[config.mk]
export PLATFORM = sky130hd
export DESIGN_NAME = biriscv_vec_sequencer_flat
export DESIGN_NICKNAME = d
export VERILOG_FILES = /design/src/rtl/biriscv_vec_sequencer_if.sv /design/src/rtl/biriscv_vec_sequencer.sv /design/src/flat_wrapper.sv
export SDC_FILE = /design/constraint.sdc
export NUM_CORES = 1
export LEC_CHECK = 0
export BUFFER_PORTS_ARGS = -buffer_cell sky130_fd_sc_hd__buf_2
export CAP_MARGIN = 15
export CORE_ASPECT_RATIO = 1.4
export CORE_UTILIZATION = 44
export DETAILED_ROUTE_END_ITERATION = 10
export GPL_ROUTABILITY_DRIVEN = 1
export PLACE_DENSITY = 0.88
export SLEW_MARGIN = 20
export SYNTH_ARGS = -nofsm -noshare
export SYNTH_HDL_FRONTEND = slang
export SYNTH_SLANG_ARGS = --single-unit
[constraint.sdc]
create_clock -name clk_i -period 2.5 [get_ports clk_i]
set_input_delay 0.125 -clock clk_i [delete_from_list [all_inputs] [get_ports clk_i]]
set_output_delay 0.125 -clock clk_i [all_outputs]
set_load 0.1 [all_outputs]
[src/rtl/biriscv_vec_sequencer_if.sv]
// -----------------------------------------------------------------------------
// biriscv_vec_sequencer_if
// Purpose : groups the issue handshake, flush and lane-beat handshake of the
//           vector sequencer into one bundle.
// Modports:
//   master - issue/lane environment: drives issue_*, flush_i, lane_ready_i;
//            observes accept, lane beat fields, busy and done.
//   slave  - the sequencer itself (reverse directions).
// Signals : issue_valid_i/issue_opcode_i[31:0]/issue_vl_i[4:0]/issue_accept_o,
//           flush_i, lane_valid_o/lane_ready_i, lane_vd_o/lane_vs1_o/
//           lane_vs2_o[4:0], lane_vm_o, lane_elem_idx_o[3:0],
//           lane_mask_o[LANES-1:0], busy_o, done_o.
// -----------------------------------------------------------------------------
interface biriscv_vec_sequencer_if #(
    parameter int unsigned LANES = 4
);
    logic             issue_valid_i;
    logic [31:0]      issue_opcode_i;
    logic [4:0]       issue_vl_i;
    logic             issue_accept_o;
    logic             flush_i;
    logic             lane_valid_o;
    logic             lane_ready_i;
    logic [4:0]       lane_vd_o;
    logic [4:0]       lane_vs1_o;
    logic [4:0]       lane_vs2_o;
    logic             lane_vm_o;
    logic [3:0]       lane_elem_idx_o;
    logic [LANES-1:0] lane_mask_o;
    logic             busy_o;
    logic             done_o;

    modport master (
        output issue_valid_i, issue_opcode_i, issue_vl_i, flush_i, lane_ready_i,
        input  issue_accept_o, lane_valid_o, lane_vd_o, lane_vs1_o, lane_vs2_o,
               lane_vm_o, lane_elem_idx_o, lane_mask_o, busy_o, done_o
    );

    modport slave (
        input  issue_valid_i, issue_opcode_i, issue_vl_i, flush_i, lane_ready_i,
        output issue_accept_o, lane_valid_o, lane_vd_o, lane_vs1_o, lane_vs2_o,
               lane_vm_o, lane_elem_idx_o, lane_mask_o, busy_o, done_o
    );
endinterface

[src/rtl/biriscv_vec_sequencer.sv]
// -----------------------------------------------------------------------------
// biriscv_vec_sequencer
// Purpose : accepts one decoded vector instruction at a time and splits it into
//           ceil(vl/LANES) lane beats, each carrying the register indices, the
//           first element index and a per-lane active mask; pulses done_o one
//           cycle after the last beat is taken by the lane datapath.
// Ports   : clk_i      - clock, rising edge
//           rst_i      - synchronous active-low reset
//           bus        - biriscv_vec_sequencer_if.slave (issue/lane/flush/status)
//           perf_beats_o[31:0] - lane handshake count (only with
//                        BIRISCV_VEC_PERF_EN defined)
// Options : `define BIRISCV_VEC_PERF_EN adds the perf_beats_o counter.
// -----------------------------------------------------------------------------
module biriscv_vec_sequencer #(
    parameter int unsigned LANES = 4,
    parameter int unsigned VLMAX = 16
) (
    input  logic                   clk_i,
    input  logic                   rst_i,
`ifdef BIRISCV_VEC_PERF_EN
    output logic [31:0]            perf_beats_o,
`endif
    biriscv_vec_sequencer_if.slave bus
);
    typedef enum logic [1:0] {IDLE, RUN, DONE} state_t;

    localparam logic [4:0] VLMAX_W = 5'(VLMAX);
    localparam logic [4:0] LANES_W = 5'(LANES);

    state_t     state_q;
    state_t     state_d;
    logic [4:0] vd_q;
    logic [4:0] vs1_q;
    logic [4:0] vs2_q;
    logic       vm_q;
    logic [4:0] vl_q;
    logic [4:0] idx_q;
    logic [4:0] vl_in;
    logic       accept;
    logic       handshake;
    logic       last_beat;
    logic       opcode_unused;

    // Opcode bits that carry no information for sequencing.
    assign opcode_unused = ^{bus.issue_opcode_i[31:26], bus.issue_opcode_i[14:12],
                             bus.issue_opcode_i[6:0]};

    assign vl_in     = (bus.issue_vl_i > VLMAX_W) ? VLMAX_W : bus.issue_vl_i;
    // Gated by rst_i so nothing is reported as accepted while reset is held.
    assign accept    = rst_i && (state_q == IDLE) && bus.issue_valid_i && !bus.flush_i;
    assign handshake = (state_q == RUN) && bus.lane_ready_i;
    // idx_q holds b*LANES; the beat is last once it covers element vl-1.
    assign last_beat = (idx_q + LANES_W) >= vl_q;

    assign bus.issue_accept_o  = accept;
    assign bus.lane_vd_o       = vd_q;
    assign bus.lane_vs1_o      = vs1_q;
    assign bus.lane_vs2_o      = vs2_q;
    assign bus.lane_vm_o       = vm_q;
    assign bus.lane_elem_idx_o = idx_q[3:0];

    always_ff @(posedge clk_i) begin
        if (!rst_i) begin
            state_q <= IDLE;
        end else begin
            state_q <= state_d;
        end
    end

    always_comb begin
        state_d          = state_q;
        bus.lane_valid_o = 1'b0;
        bus.lane_mask_o  = '0;
        bus.busy_o       = 1'b0;
        bus.done_o       = 1'b0;
        case (state_q)
            IDLE: begin
                if (accept) begin
                    state_d = (vl_in == '0) ? DONE : RUN;
                end
            end
            RUN: begin
                bus.lane_valid_o = 1'b1;
                bus.busy_o       = 1'b1;
                for (int unsigned i = 0; i < LANES; i++) begin
                    bus.lane_mask_o[i] = (idx_q + 5'(i)) < vl_q;
                end
                // A handshake coinciding with flush is consumed but never completes.
                if (bus.flush_i) begin
                    state_d = IDLE;
                end else if (handshake && last_beat) begin
                    state_d = DONE;
                end
            end
            DONE: begin
                bus.busy_o = 1'b1;
                bus.done_o = !bus.flush_i;
                state_d    = IDLE;
            end
            default: begin
                state_d = IDLE;
            end
        endcase
    end

    always_ff @(posedge clk_i) begin
        if (!rst_i) begin
            vd_q  <= '0;
            vs1_q <= '0;
            vs2_q <= '0;
            vm_q  <= 1'b0;
            vl_q  <= '0;
            idx_q <= '0;
        end else if (accept) begin
            vd_q  <= bus.issue_opcode_i[11:7];
            vs1_q <= bus.issue_opcode_i[19:15];
            vs2_q <= bus.issue_opcode_i[24:20];
            vm_q  <= bus.issue_opcode_i[25];
            vl_q  <= vl_in;
            idx_q <= '0;
        end else if (handshake) begin
            idx_q <= idx_q + LANES_W;
        end
    end

`ifdef BIRISCV_VEC_PERF_EN
    always_ff @(posedge clk_i) begin
        if (!rst_i) begin
            perf_beats_o <= '0;
        end else if (handshake) begin
            perf_beats_o <= perf_beats_o + 32'd1;
        end
    end
`endif
endmodule

[src/flat_wrapper.sv]
// flat-port wrapper written by rule: the top's interface ports become plain ports
module biriscv_vec_sequencer_flat 
#(
    parameter int unsigned LANES = 4,
    parameter int unsigned VLMAX = 16
)
  (clk_i, rst_i, bus_issue_valid_i, bus_issue_opcode_i, bus_issue_vl_i, bus_flush_i, bus_lane_ready_i, bus_issue_accept_o, bus_lane_valid_o, bus_lane_vd_o, bus_lane_vs1_o, bus_lane_vs2_o, bus_lane_vm_o, bus_lane_elem_idx_o, bus_lane_mask_o, bus_busy_o, bus_done_o);
  biriscv_vec_sequencer_if #(.LANES(LANES)) bus_i ();
  input  logic clk_i;
  input  logic rst_i;
  input wire logic [$bits(bus_i.issue_valid_i)-1:0] bus_issue_valid_i;
  input wire logic [$bits(bus_i.issue_opcode_i)-1:0] bus_issue_opcode_i;
  input wire logic [$bits(bus_i.issue_vl_i)-1:0] bus_issue_vl_i;
  input wire logic [$bits(bus_i.flush_i)-1:0] bus_flush_i;
  input wire logic [$bits(bus_i.lane_ready_i)-1:0] bus_lane_ready_i;
  output wire logic [$bits(bus_i.issue_accept_o)-1:0] bus_issue_accept_o;
  output wire logic [$bits(bus_i.lane_valid_o)-1:0] bus_lane_valid_o;
  output wire logic [$bits(bus_i.lane_vd_o)-1:0] bus_lane_vd_o;
  output wire logic [$bits(bus_i.lane_vs1_o)-1:0] bus_lane_vs1_o;
  output wire logic [$bits(bus_i.lane_vs2_o)-1:0] bus_lane_vs2_o;
  output wire logic [$bits(bus_i.lane_vm_o)-1:0] bus_lane_vm_o;
  output wire logic [$bits(bus_i.lane_elem_idx_o)-1:0] bus_lane_elem_idx_o;
  output wire logic [$bits(bus_i.lane_mask_o)-1:0] bus_lane_mask_o;
  output wire logic [$bits(bus_i.busy_o)-1:0] bus_busy_o;
  output wire logic [$bits(bus_i.done_o)-1:0] bus_done_o;
  assign bus_i.issue_valid_i = bus_issue_valid_i;
  assign bus_i.issue_opcode_i = bus_issue_opcode_i;
  assign bus_i.issue_vl_i = bus_issue_vl_i;
  assign bus_i.flush_i = bus_flush_i;
  assign bus_i.lane_ready_i = bus_lane_ready_i;
  assign bus_issue_accept_o = bus_i.issue_accept_o;
  assign bus_lane_valid_o = bus_i.lane_valid_o;
  assign bus_lane_vd_o = bus_i.lane_vd_o;
  assign bus_lane_vs1_o = bus_i.lane_vs1_o;
  assign bus_lane_vs2_o = bus_i.lane_vs2_o;
  assign bus_lane_vm_o = bus_i.lane_vm_o;
  assign bus_lane_elem_idx_o = bus_i.lane_elem_idx_o;
  assign bus_lane_mask_o = bus_i.lane_mask_o;
  assign bus_busy_o = bus_i.busy_o;
  assign bus_done_o = bus_i.done_o;
  biriscv_vec_sequencer #(.LANES(LANES), .VLMAX(VLMAX)) u_core (.clk_i(clk_i), .rst_i(rst_i), .bus(bus_i));
endmodule
---- Word level (Yosys, flattened, before mapping) ----
Index checks and enable logic that the tools add are counted.
storage, ports and cells
  bits in registers ....................... 28
  bits of input ports ..................... 42
  output and inout bits ................... 28
  word-level logic and storage cells ...... 43
operators by class
  $add $sub $neg .......................... 4
  $lt $le $gt $ge ......................... 6
  equal/unequal tests ..................... 4
  muxes and demuxes ....................... 10
  bitwise gates (word level) .............. 1
  reduce and logical (&&, ||, !) cells .... 11
operators with widths
  operator                                                               number
  5-bit < comparator                                                     4
  5-bit by 2-bit adder with 5-bit output, second input constant          2
  2-bit two-way mux                                                      4
  5-bit by 1-bit adder with 5-bit output, second input constant          1
  5-bit by 3-bit adder with 5-bit output, second input constant          1
  5-bit >= comparator                                                    1
  5-bit > comparator, second input constant                              1
  1-bit logical AND                                                      5
  5-bit zero test                                                        1
  5-bit two-way mux                                                      1
  4-bit two-way mux                                                      1
  2-bit one-hot mux with 2 select lines                                  1
  2-bit OR reduction                                                     2
  1-bit two-way mux                                                      3
  3-bit inequality test, second input constant                           1
  2-bit by 1-bit equality test with 1-bit output, second input constant  1
  2-bit equality test, second input constant                             1
  2-bit zero test                                                        1
  2-bit inequality test, second input constant                           1
  2-bit AND reduction                                                    1
  1-bit zero test                                                        1
  1-bit NOT                                                              1

---- Depth between registers and ports, before layout ----
Gate-level depths: netlist (run 1).
  depth in word-level cells ............... 6
  gate-level depth with buffers ........... 9
  mapped depth without buffers ............ 7

---- Least setup slack after synthesis (run 1) ----
No wires, ideal clock.
  path kind ............................... register -> output
  start ................................... register u_core.state_q[1]
  end ..................................... output bus_lane_mask_o[2]
  data arrival time ....................... 3.177 ns
  data required time ...................... 2.375 ns
  slack ................................... -0.802 ns
  stages on the path, launching flop included .. 7
  buffers on the path ..................... 0
  cell sequence ........................... dfxtp_1 -> inv_1 -> ha_1 -> nand2b_1 -> a21oi_1 -> o21a_1 -> o21a_1
on the way
  word-level cells in the longest chain between the ends .. 2
ends and longest elaborated chain
  item                                            RTL line                     RTL
  start, declared                                 biriscv_vec_sequencer.sv:30  state_t state_q;
  start signal, assigned                          biriscv_vec_sequencer.sv:66  state_q <= state_d;
  2-bit by 1-bit equality test with 1-bit output  biriscv_vec_sequencer.sv:76  case (state_q)
  4-bit two-way mux                               biriscv_vec_sequencer.sv:76
  end, declared                                   flat_wrapper.sv:23           output wire logic [$bits(bus_i.lane_mask_o)-1:0] bus_lane_mask_o;
Every way passes these cells.

---- Worst setup path in the final report (run 1) ----
  start ................................... register u_core.vl_q[3]
  end ..................................... output bus_lane_mask_o[2]
on the way
  word-level cells in the longest chain between the ends .. 2
ends and longest elaborated chain
  item                    RTL line                      RTL
  start, declared         biriscv_vec_sequencer.sv:36   logic [4:0] vl_q;
  start signal, assigned  biriscv_vec_sequencer.sv:119  vl_q <= vl_in;
  5-bit < comparator      biriscv_vec_sequencer.sv:86   bus.lane_mask_o[i] = (idx_q + 5'(i)) < vl_q;
  4-bit two-way mux       biriscv_vec_sequencer.sv:76
Every way passes these cells.

==> results of run 1 <==
-- per-layer routing --
layer | wire (um) | part of all wire
met3 | 101 | 0.036
met2 | 1540 | 0.55
met5 | 0 | 0
met4 | 52 | 0.019
met1 | 1090 | 0.39
-- worst max-delay path, delay by kind of cell, from the launching register on --
family	cells	cell delay (ns)
buf+inv	2	0.48
flops	1	0.34
compound gates	4	0.65
fa+ha+maj	1	0.30
-- sequential cells by signal (all words and copies together), names as in the netlist --
name                   count
u_core.bus.lane_vd_o       5
u_core.bus.lane_vm_o       1
u_core.bus.lane_vs1_o      5
u_core.bus.lane_vs2_o      5
u_core.idx_q               3
u_core.state_q             2
u_core.vl_q                5
-- metrics by stage --
stage	instance area, um^2	worst slack (ns)	cells
2_1_floorplan	1340	0.0581	162
3_3_place_gp	1570	0.645	239
3_5_place_dp	1570	0.583	239
4_1_cts	1620	0.306	243
5_1_grt	1620	0.192	243
6_report	1620	0.330	243
-- cells in the final DEF, fill, tap and decap left out --
cell | synthesis | layout
a211oi_1 | 1 | 1
a21boi_0 | 3 | 3
a21boi_1 | 1 | 1
a21boi_2 | 1 | 1
a21o_1 | 2 | 2
a21oi_1 | 3 | 2
a21oi_2 | 0 | 1
a221o_1 | 1 | 1
and2_1 | 1 | 1
buf_2 | 2 | 51
buf_4 | 5 | 1
clkbuf_8 | 0 | 4
clkinv_2 | 1 | 1
conb_1 | 1 | 2
dfxtp_1 | 26 | 26
ha_1 | 11 | 10
ha_2 | 0 | 1
inv_1 | 8 | 8
mux2_4 | 1 | 1
mux2i_1 | 1 | 1
nand2_1 | 44 | 44
nand2b_1 | 2 | 2
nand3_1 | 20 | 20
nand3b_1 | 5 | 5
nand3b_2 | 1 | 1
nor2_1 | 4 | 4
nor2b_1 | 1 | 1
nor3_1 | 1 | 1
nor3b_2 | 1 | 1
o211ai_1 | 1 | 1
o21a_2 | 0 | 2
o31a_1 | 1 | 1
or2_1 | 1 | 1
xnor2_1 | 1 | 1
xor2_1 | 2 | 2
-- cell type report --
type                            instances  area, um^2
Multi-Input combinational cell        115         703
Timing Repair Buffer                   52         263
Fill cell                             293        1250
Clock buffer                            4        55.1
Sequential cell                        26         520
Inverter                                9        35.0
Tap cell                               37        46.3
-- path summary, 6_finish.rpt --
path | startpoint | end | slack, ns | cells after the start
max | u_core.vl_q[3] | bus_lane_mask_o[2] | 0.33 | 7
min | bus_issue_opcode_i[7] | u_core.bus.lane_vd_o[0] | 0.03 | 3
max reg2reg | u_core.idx_q[2] | u_core.state_q[1] | 0.59 | 6
min reg2reg | u_core.bus.lane_vs2_o[0] | u_core.bus.lane_vs2_o[0] | 0.45 | 2
-- logic make-up after synthesis --
group	Yosys count	synth area share
adders and majority gates	11	0.104
muxes	2	0.0188
xor gates and xnor gates	3	0.0198
AOI/OAI and AO/OA	16	0.0905
DFF	26	0.392
and+or+nand+nor	81	0.285
buffers and inverters	21	0.0877
other	1	0.00282
-- report_power, final --
group / internal [W] / leakage (nW) / total (W) / switching [W]
logic: 0.000174 / 0.620 / 0.000842 / 0.000668
clock network: 0.000141 / 0.0288 / 0.000272 / 0.000131
registers: 0.000461 / 0.212 / 0.000490 / 0.0000292
-- cells in the mapped netlist, types with 2 or more instances --
library cell / instances / area [um^2]
nand2_1: 44 / 165
dfxtp_1: 26 / 521
nand3_1: 20 / 100
ha_1: 11 / 138
inv_1: 8 / 30.0
buf_4: 5 / 37.5
nand3b_1: 5 / 37.5
nor2_1: 4 / 15.0
a21boi_0: 3 / 22.5
a21oi_1: 3 / 15.0
a21o_1: 2 / 15.0
buf_1: 2 / 7.51
buf_2: 2 / 10.0
buf_6: 2 / 22.5
nand2b_1: 2 / 12.5
o21a_1: 2 / 15.0
xor2_1: 2 / 17.5
==> flow_summary.ini, run 1 <==
[run_status]
outcome = finished, final reports clean

[cts]
cts_tree = yes
cts.root.buffer_cell = clkbuf_8
clk_path_buf_depth = 2
cts_hold_buf = 0
numClockSinks = 26
cts_buffers = 3
cts_setup_buffers = 0
cts_resized = 0
clkLatencyLatePin_ns = 0.27
cts-htree-levels = 1
worst_setup_hold_path_clk_slew_ns = 0.09

[final_layout]
insertedDiodeCount = 0
drive_above_1_share = 0.316
syn2layout_area_growth_pct = 22.2
final_nets = 260
final_util = 0.564

[timing]
post-route-min-period_ns = 2.17
finalClockSkew_ns = 0.00266
max_freq_ghz = 0.461
setup_viol = 0
hold_viol = 0
finalSetupTns_ns = 0
slew_violations = 0
whs_ns = 0.0288
fin_crit_sh = 0.868
rsz0062_at_grt = false

[logic_synthesis]
yosysSeqAreaShare = 0.392
synth-async-reset-ratio = 0
syn_area_per_cell_um2 = 8.25
syn-cell-area_um2 = 1330
synth_ff_type = dfxtp_1
synth_warnings = 0
synthesis.instances = 161
synth_edf_count = 0
synth.distinct_cells = 35
ys_seq_elements = 26

[global_routing]
grt-busiest-layer = met2
grt.met1_usage = 0.171
grt_util_met2 = 0.352
met3_usage = 0.0251
track_usage = 0.175
first_global_vias = 1078
grt_max_degree = 27
antenna_found_initial = 0
grt.overflow.total = 0
grt_first_pass_wirelength_mm = 4.38

[run]
maxCapViolCount = 0

[placed_design]
port_buffers = 51
routabilityCongestion = 0.775
dp_hpwl_mm = 2.08

[pwr]
ir_drop_mv = 0.602
power_w = 0.00160
power.leakage_nw = 0.860
pwr_density_cell_nw_per_um2 = 989

[worst_setup_path]
cp-end-kind = output pin
path_class = flop to output pin
crit_slowest_cell = buf_2
cp_max_fo = 3
crit_path_start_kind = flop
crit_required_ns = 2.38
cp_cell_sequence = inv_1, ha_1, a21o_1, a21oi_1, o21a_2, o21a_2, buf_2
crit_path_frequent_cell = o21a_2
crit_arrival_ns = 2.04
cp_slowest_stage_delay_ns = 0.41

[detailed_routing]
wl_per_cell_um = 11.4
drt_first_pass_iters = 4
drt_iter0_markers = 14
vias = 1205
antenna_left = 0
drc = 0
via_per_inst = 4.96
drt_wl_total_mm = 2.78

[die]
io_pins = 70
initial_core_util = 0.461
rows = 23
die_y_um = 67.0
die_w_um = 48.4
die-area_um2 = 3240
core_area_um2 = 2880

[min_path]
min_path_type = primary input to flop
Power figures use the tool's default switching activity.
==> run 2, diff against run 1 <==
Settings changed: ABC_AREA set to 1, PLACE_DENSITY 0.88 to 0.89.
==> run 2 against run 1 <==
Net effect:
- sequential share of layout area fell by 1.6 points
- utilization rose by 6.9 points
- worst hold slack got worse by 0.0087 ns
- maximum frequency rose by 1.6%
- setup slack improved by 0.034 ns
- routed wire length rose by 3.2%
- clock skew rose by 0.0051 ns
==> flow_summary.ini, run 2 <==
[die]
initial_core_util = 0.479
die_w_um = 47.8
die_y_um = 66.1
io_pins = 70
die-area_um2 = 3160
core_area_um2 = 2700
rows = 22

[detailed_routing]
drt_wl_total_mm = 2.87
via_per_inst = 4.71
drt_iter0_markers = 24
antenna_left = 0
wl_per_cell_um = 10.5
drt_first_pass_iters = 4
vias = 1287
drc = 0

[final_layout]
final_util = 0.633
final_nets = 292
instances_no_fill = 273
insertedDiodeCount = 0
syn2layout_area_growth_pct = 32.0
mostFrequentLayoutCells = nand2_1 (54), buf_2 (50), dfxtp_1 (26)
final_common_cell = nand2_1
drive_above_1_share = 0.257
finalInstanceArea_um2 = 1710
nFillCells = 268

[timing]
finalSetupTns_ns = 0
worst_pin_slew_ns = 0.669
slew_violations = 0
rsz0062_at_grt = false
fin_crit_sh = 0.855
finalClockSkew_ns = 0.00772
max_freq_ghz = 0.468
post-route-min-period_ns = 2.14
max_slew_margin = 0.553
hold_viol = 0
setup_viol = 0

[global_routing]
first_global_vias = 1207
grt.overflow.total = 0
grt_max_degree = 22
track_usage = 0.210
antenna_found_initial = 0
grt_first_pass_wirelength_mm = 4.83

[logic_synthesis]
syn_area_per_cell_um2 = 7.26
synthSimpleGateAreaFrac = 0.307
synth-async-reset-ratio = 0
synth_warnings = 0
synth_compound_area_frac = 0.0571
synth_ff_type = dfxtp_1
synthAdderAreaFrac = 0.106
synthXorXnorAreaFrac = 0.00678
syn-cell-area_um2 = 1290
synth_top_cell_area_share = 0.403
synth.distinct_cells = 19
yosysTopAreaCell = dfxtp_1
synth_top_family_by_area = simple AND/OR/NAND/NOR gates
yosysSeqAreaShare = 0.403
synth_mux_area_frac = 0
synth_common_cells = nand2_1 (54), dfxtp_1 (26), nand3_1 (25)
ys_seq_elements = 26
synth.most_common_cell = nand2_1
synth_edf_count = 0
ys_top_cells_by_area = dfxtp_1 (40%), nand2_1 (16%), ha_1 (11%), nand3_1 (9.7%), inv_1 (5.5%)
synthesis.instances = 178

[pwr]
p_int_w = 0.000700
power.switching_w = 0.000842
switching_share = 0.546
power.leakage_nw = 0.936
ir_drop_mv = 0.688
pwr_density_cell_nw_per_um2 = 904
pwr-share-seq = 0.322
p_clk_frac = 0.109
pwr-share-comb = 0.570

[placed_design]
post_dp_cell_area_um2 = 1550
port_buffers = 51
dp_hpwl_mm = 2.02
routabilityCongestion = 0.793
dp_cells = 257

[cts]
clk_path_buf_depth = 2
cts-htree-levels = 1
cts_tree = yes
cts_buffers = 3
cts_hold_buf = 12
worst_setup_hold_path_clk_slew_ns = 0.13
clkLatencyLatePin_ns = 0.31
cts.root.buffer_cell = clkbuf_4
numClockSinks = 26
cts_setup_buffers = 0
cts_resized = 0

[worst_setup_path]
cp-end-kind = output pin
path_class = flop to output pin
crit_arrival_ns = 2.01
crit_path_start_kind = flop
cp_max_fo = 3
crit_required_ns = 2.38

[run]
maxCapViolCount = 0

[min_path]
min_path_type = primary input to flop

[run_status]
outcome = finished, final reports clean
==> run 2: per-layer routing <==
metal | wire [um] | GRT usage | share of wire | vias to the layer above
li1 | - | - | - | 670
met1 | 1110 | 0.228 | 0.39 | 575
met2 | 1580 | 0.380 | 0.55 | 38
met3 | 138 | 0.0273 | 0.048 | 4
met4 | 44 | 0.0903 | 0.015 | 0
met5 | 0 | 0 | 0 | -
==> run 2: cells by family (layout without fill, tap and decap cells) <==
logic type	Yosys count	count (layout)
simple gates	95	95
flops	26	26
buf+inv	30	88
other cells	1	2
xor+xnor	1	1
compound gates	14	14
fa+ha+maj	11	11
==> run 2: power groups by stage <==
stage / combinational (W) / clock [W] / sequential [W]
floorplan: 0.000558 / 0 / 0.000704
global placement: 0.000858 / 0 / 0.000504
detailed placement: 0.000869 / 0 / 0.000504
CTS: 0.000884 / 0.000178 / 0.000496
global route: 0.000942 / 0.000200 / 0.000503
finish: 0.000879 / 0.000167 / 0.000496
==> run 2: cell type report <==
type                       instances  area [um^2]  area share
sequential                        26          520       0.305
clock buffer                       3         22.5      0.0132
multi-input combinational        123          636       0.372
tap                               36         45.0      0.0264
timing repair buffer              65          408       0.239
inverter                          20         75.1      0.0440
==> run 2: path summary, 6_finish.rpt <==
| path | to | startpoint | slack (ns) | cells past startpoint |
|---|---|---|---|---|
| setup / recovery | bus_lane_mask_o[2] | u_core.vl_q[4] | 0.36 | 8 |
| hold / removal | u_core.bus.lane_vd_o[4] | bus_issue_opcode_i[11] | 0.02 | 3 |
| setup reg to reg | u_core.state_q[0] | u_core.idx_q[2] | 0.70 | 11 |
| hold reg to reg | u_core.bus.lane_vd_o[2] | u_core.bus.lane_vd_o[2] | 0.47 | 2 |
==> run 2: through the flow <==
stage          hold slack (ns)  setup slack [ns]  power (W)
3_5_place_dp             0.323             0.697    0.00137
2_1_floorplan            0.235          -0.00193    0.00126
6_report                0.0201             0.364    0.00154
3_3_place_gp             0.318             0.724    0.00136
4_1_cts               0.000849             0.330    0.00156
5_1_grt                0.00429             0.170    0.00164
==> run 2: critical path, stage by stage, from the launching register on <==
cell and delay, ns:
dfxtp_1 0.33, inv_1 0.06, ha_1 0.29, nand2_1 0.08
inv_1 0.07, a21oi_1 0.19, nand2_1 0.10, a31oi_2 0.14
buf_2 0.44
==> run 3, diff against run 2 <==
Settings changed: CORE_UTILIZATION 44 to 40, PLACE_DENSITY 0.89 to 0.86, SETUP_SLACK_MARGIN set to 0.02.
Clock period 2.5 ns to 1.7 ns, I/O delays scaled along.
==> run 3 against run 2 <==
Net effect:
- the flow now finishes with violations (negative setup slack)
- clock skew decreased by 0.0064 ns
- sequential share of layout area decreased by 4.0 points
- total power rose by 80%
- utilization increased by 2.0 points
- routed wire length increased by 7.9%
- register-to-register slack worse by 0.72 ns
- sequential power up 48%
- final cell count rose by 3.7%
- flip-flop and latch count unchanged
- final area is 18% higher
- largest power group unchanged
==> flow_summary.ini, run 3 (synthesis results as in run 2) <==
[run_status]
outcome = finished with violations
violations = negative setup slack

[final_layout]
final_nets = 298
insertedDiodeCount = 0
mostFrequentLayoutCells = nand2_1 (48), buf_2 (46), nand3_1 (24)
drive_above_1_share = 0.471
final_util = 0.653
syn2layout_area_growth_pct = 56.2
final_common_cell = nand2_1
finalInstanceArea_um2 = 2020

[cts]
cts-htree-levels = 1
cts.root.buffer_cell = clkbuf_8
clkLatencyLatePin_ns = 0.27
clk_path_buf_depth = 2
worst_setup_hold_path_clk_slew_ns = 0.09
cts_tree = yes
cts_buffers = 3
numClockSinks = 26

[run]
maxCapViolCount = 0

[timing]
timing.final.ws_setup_ns = -0.0480
slew_violations = 0
rsz0062_at_grt = true
fin_crit_sh = 1.03
hold_viol = 0
max_freq_ghz = 0.572
finalClockSkew_ns = 0.00130
post-route-min-period_ns = 1.75
setup_viol = 4

[global_routing]
grt.overflow.total = 0
first_global_vias = 1244
antenna_found_initial = 0
track_usage = 0.181
grt_first_pass_wirelength_mm = 4.97
grt_max_degree = 21

[placed_design]
dp_hpwl_mm = 2.20
port_buffers = 51
routabilityCongestion = 0.840
post_dp_cell_area_um2 = 1700

[worst_setup_path]
cp_cell_sequence = inv_2, ha_4, nand2_4, inv_4, a21oi_4, buf_4, o21a_2, buf_12
cp_max_fo = 3
path_class = flop to output pin
crit_path_start_kind = flop
r2r_setup_slack_ns = -0.02
crit_slowest_cell = dfxtp_2
cp_slowest_stage_delay_ns = 0.33
cp-end-kind = output pin
crit_required_ns = 1.62
crit_arrival_ns = 1.66

[min_path]
min_path_type = primary input to flop

[die]
core_area_um2 = 3090
die_y_um = 69.3
io_pins = 70
die_w_um = 50.0
rows = 24
die-area_um2 = 3470
initial_core_util = 0.418

[detailed_routing]
antenna_left = 0
drc = 0
drt_wl_total_mm = 3.10
vias = 1303
drt_first_pass_iters = 4
wl_per_cell_um = 10.9
drt_iter0_markers = 17
via_per_inst = 4.60

[pwr]
pwr_density_cell_nw_per_um2 = 1380
power.leakage_nw = 1.03
ir_drop_mv = 1.04
-- run 3: cell type report --
class | count | area [um^2]
multi-input combinational | 123 | 805
fill | 259 | 1070
clock buffer | 4 | 55.1
tap | 39 | 48.8
timing repair buffer | 71 | 490
sequential | 26 | 534
inverter | 20 | 86.3
-- run 3: layer usage --
layer  part of all wire  global-route usage
met1               0.38               0.177
met2               0.56               0.356
met3              0.049              0.0329
met4              0.016              0.0635
met5                  0                   0
-- run 3: worst paths after layout --
path | start | end | cells after the start
worst min register to register | u_core.bus.lane_vd_o[1] | u_core.bus.lane_vd_o[1] | 2
worst min-delay path | bus_issue_opcode_i[18] | u_core.bus.lane_vs1_o[3] | 3
worst max-delay path | u_core.vl_q[4] | bus_lane_mask_o[0] | 8
worst max register to register | u_core.idx_q[3] | u_core.state_q[1] | 11
-- run 3: stage by stage --
stage / cells / setup slack, ns / setup TNS [ns] / hold slack [ns] / power [W]
after global placement: 266 / -0.0141 / -0.0234 / 0.277 / 0.00211
final: 283 / -0.0480 / -0.110 / 0.00314 / 0.00278
after floorplan: 179 / -0.209 / -0.371 / 0.195 / 0.00190
after global routing: 283 / -0.146 / -0.471 / 0.00297 / 0.00291
after detailed placement: 266 / -0.0932 / -0.137 / 0.281 / 0.00213
after CTS: 279 / -0.0700 / -0.0923 / 0.000573 / 0.00264
-- run 3: what timing repair did --
action / 4_1_cts / 5_1_grt
gates resized for setup: 28 / 17
hold endpoints to repair: 1 / 0
setup buffers: 8 / 4
pin swaps: 11 / 8
hold buffers: 1 / 0
setup endpoints to repair: 6 / 6
-- run 3: worst max-delay path, delay by kind of cell (launching register included) --
family	cells	cell delay, ns
buffers and inverters	4	0.41
flip-flops	1	0.33
AO/OA/AOI/OAI	2	0.33
AND/OR/NAND/NOR	1	0.07
adder cells (fa/ha/maj)	1	0.25
-- run 3: where the power goes --
part	internal, W	switching, W	leakage, nW
sequential	0.000687	0.0000472	0.215
clock	0.000207	0.000187	0.0288
combinational	0.000468	0.00119	0.788
total	0.00136	0.00142	1.03
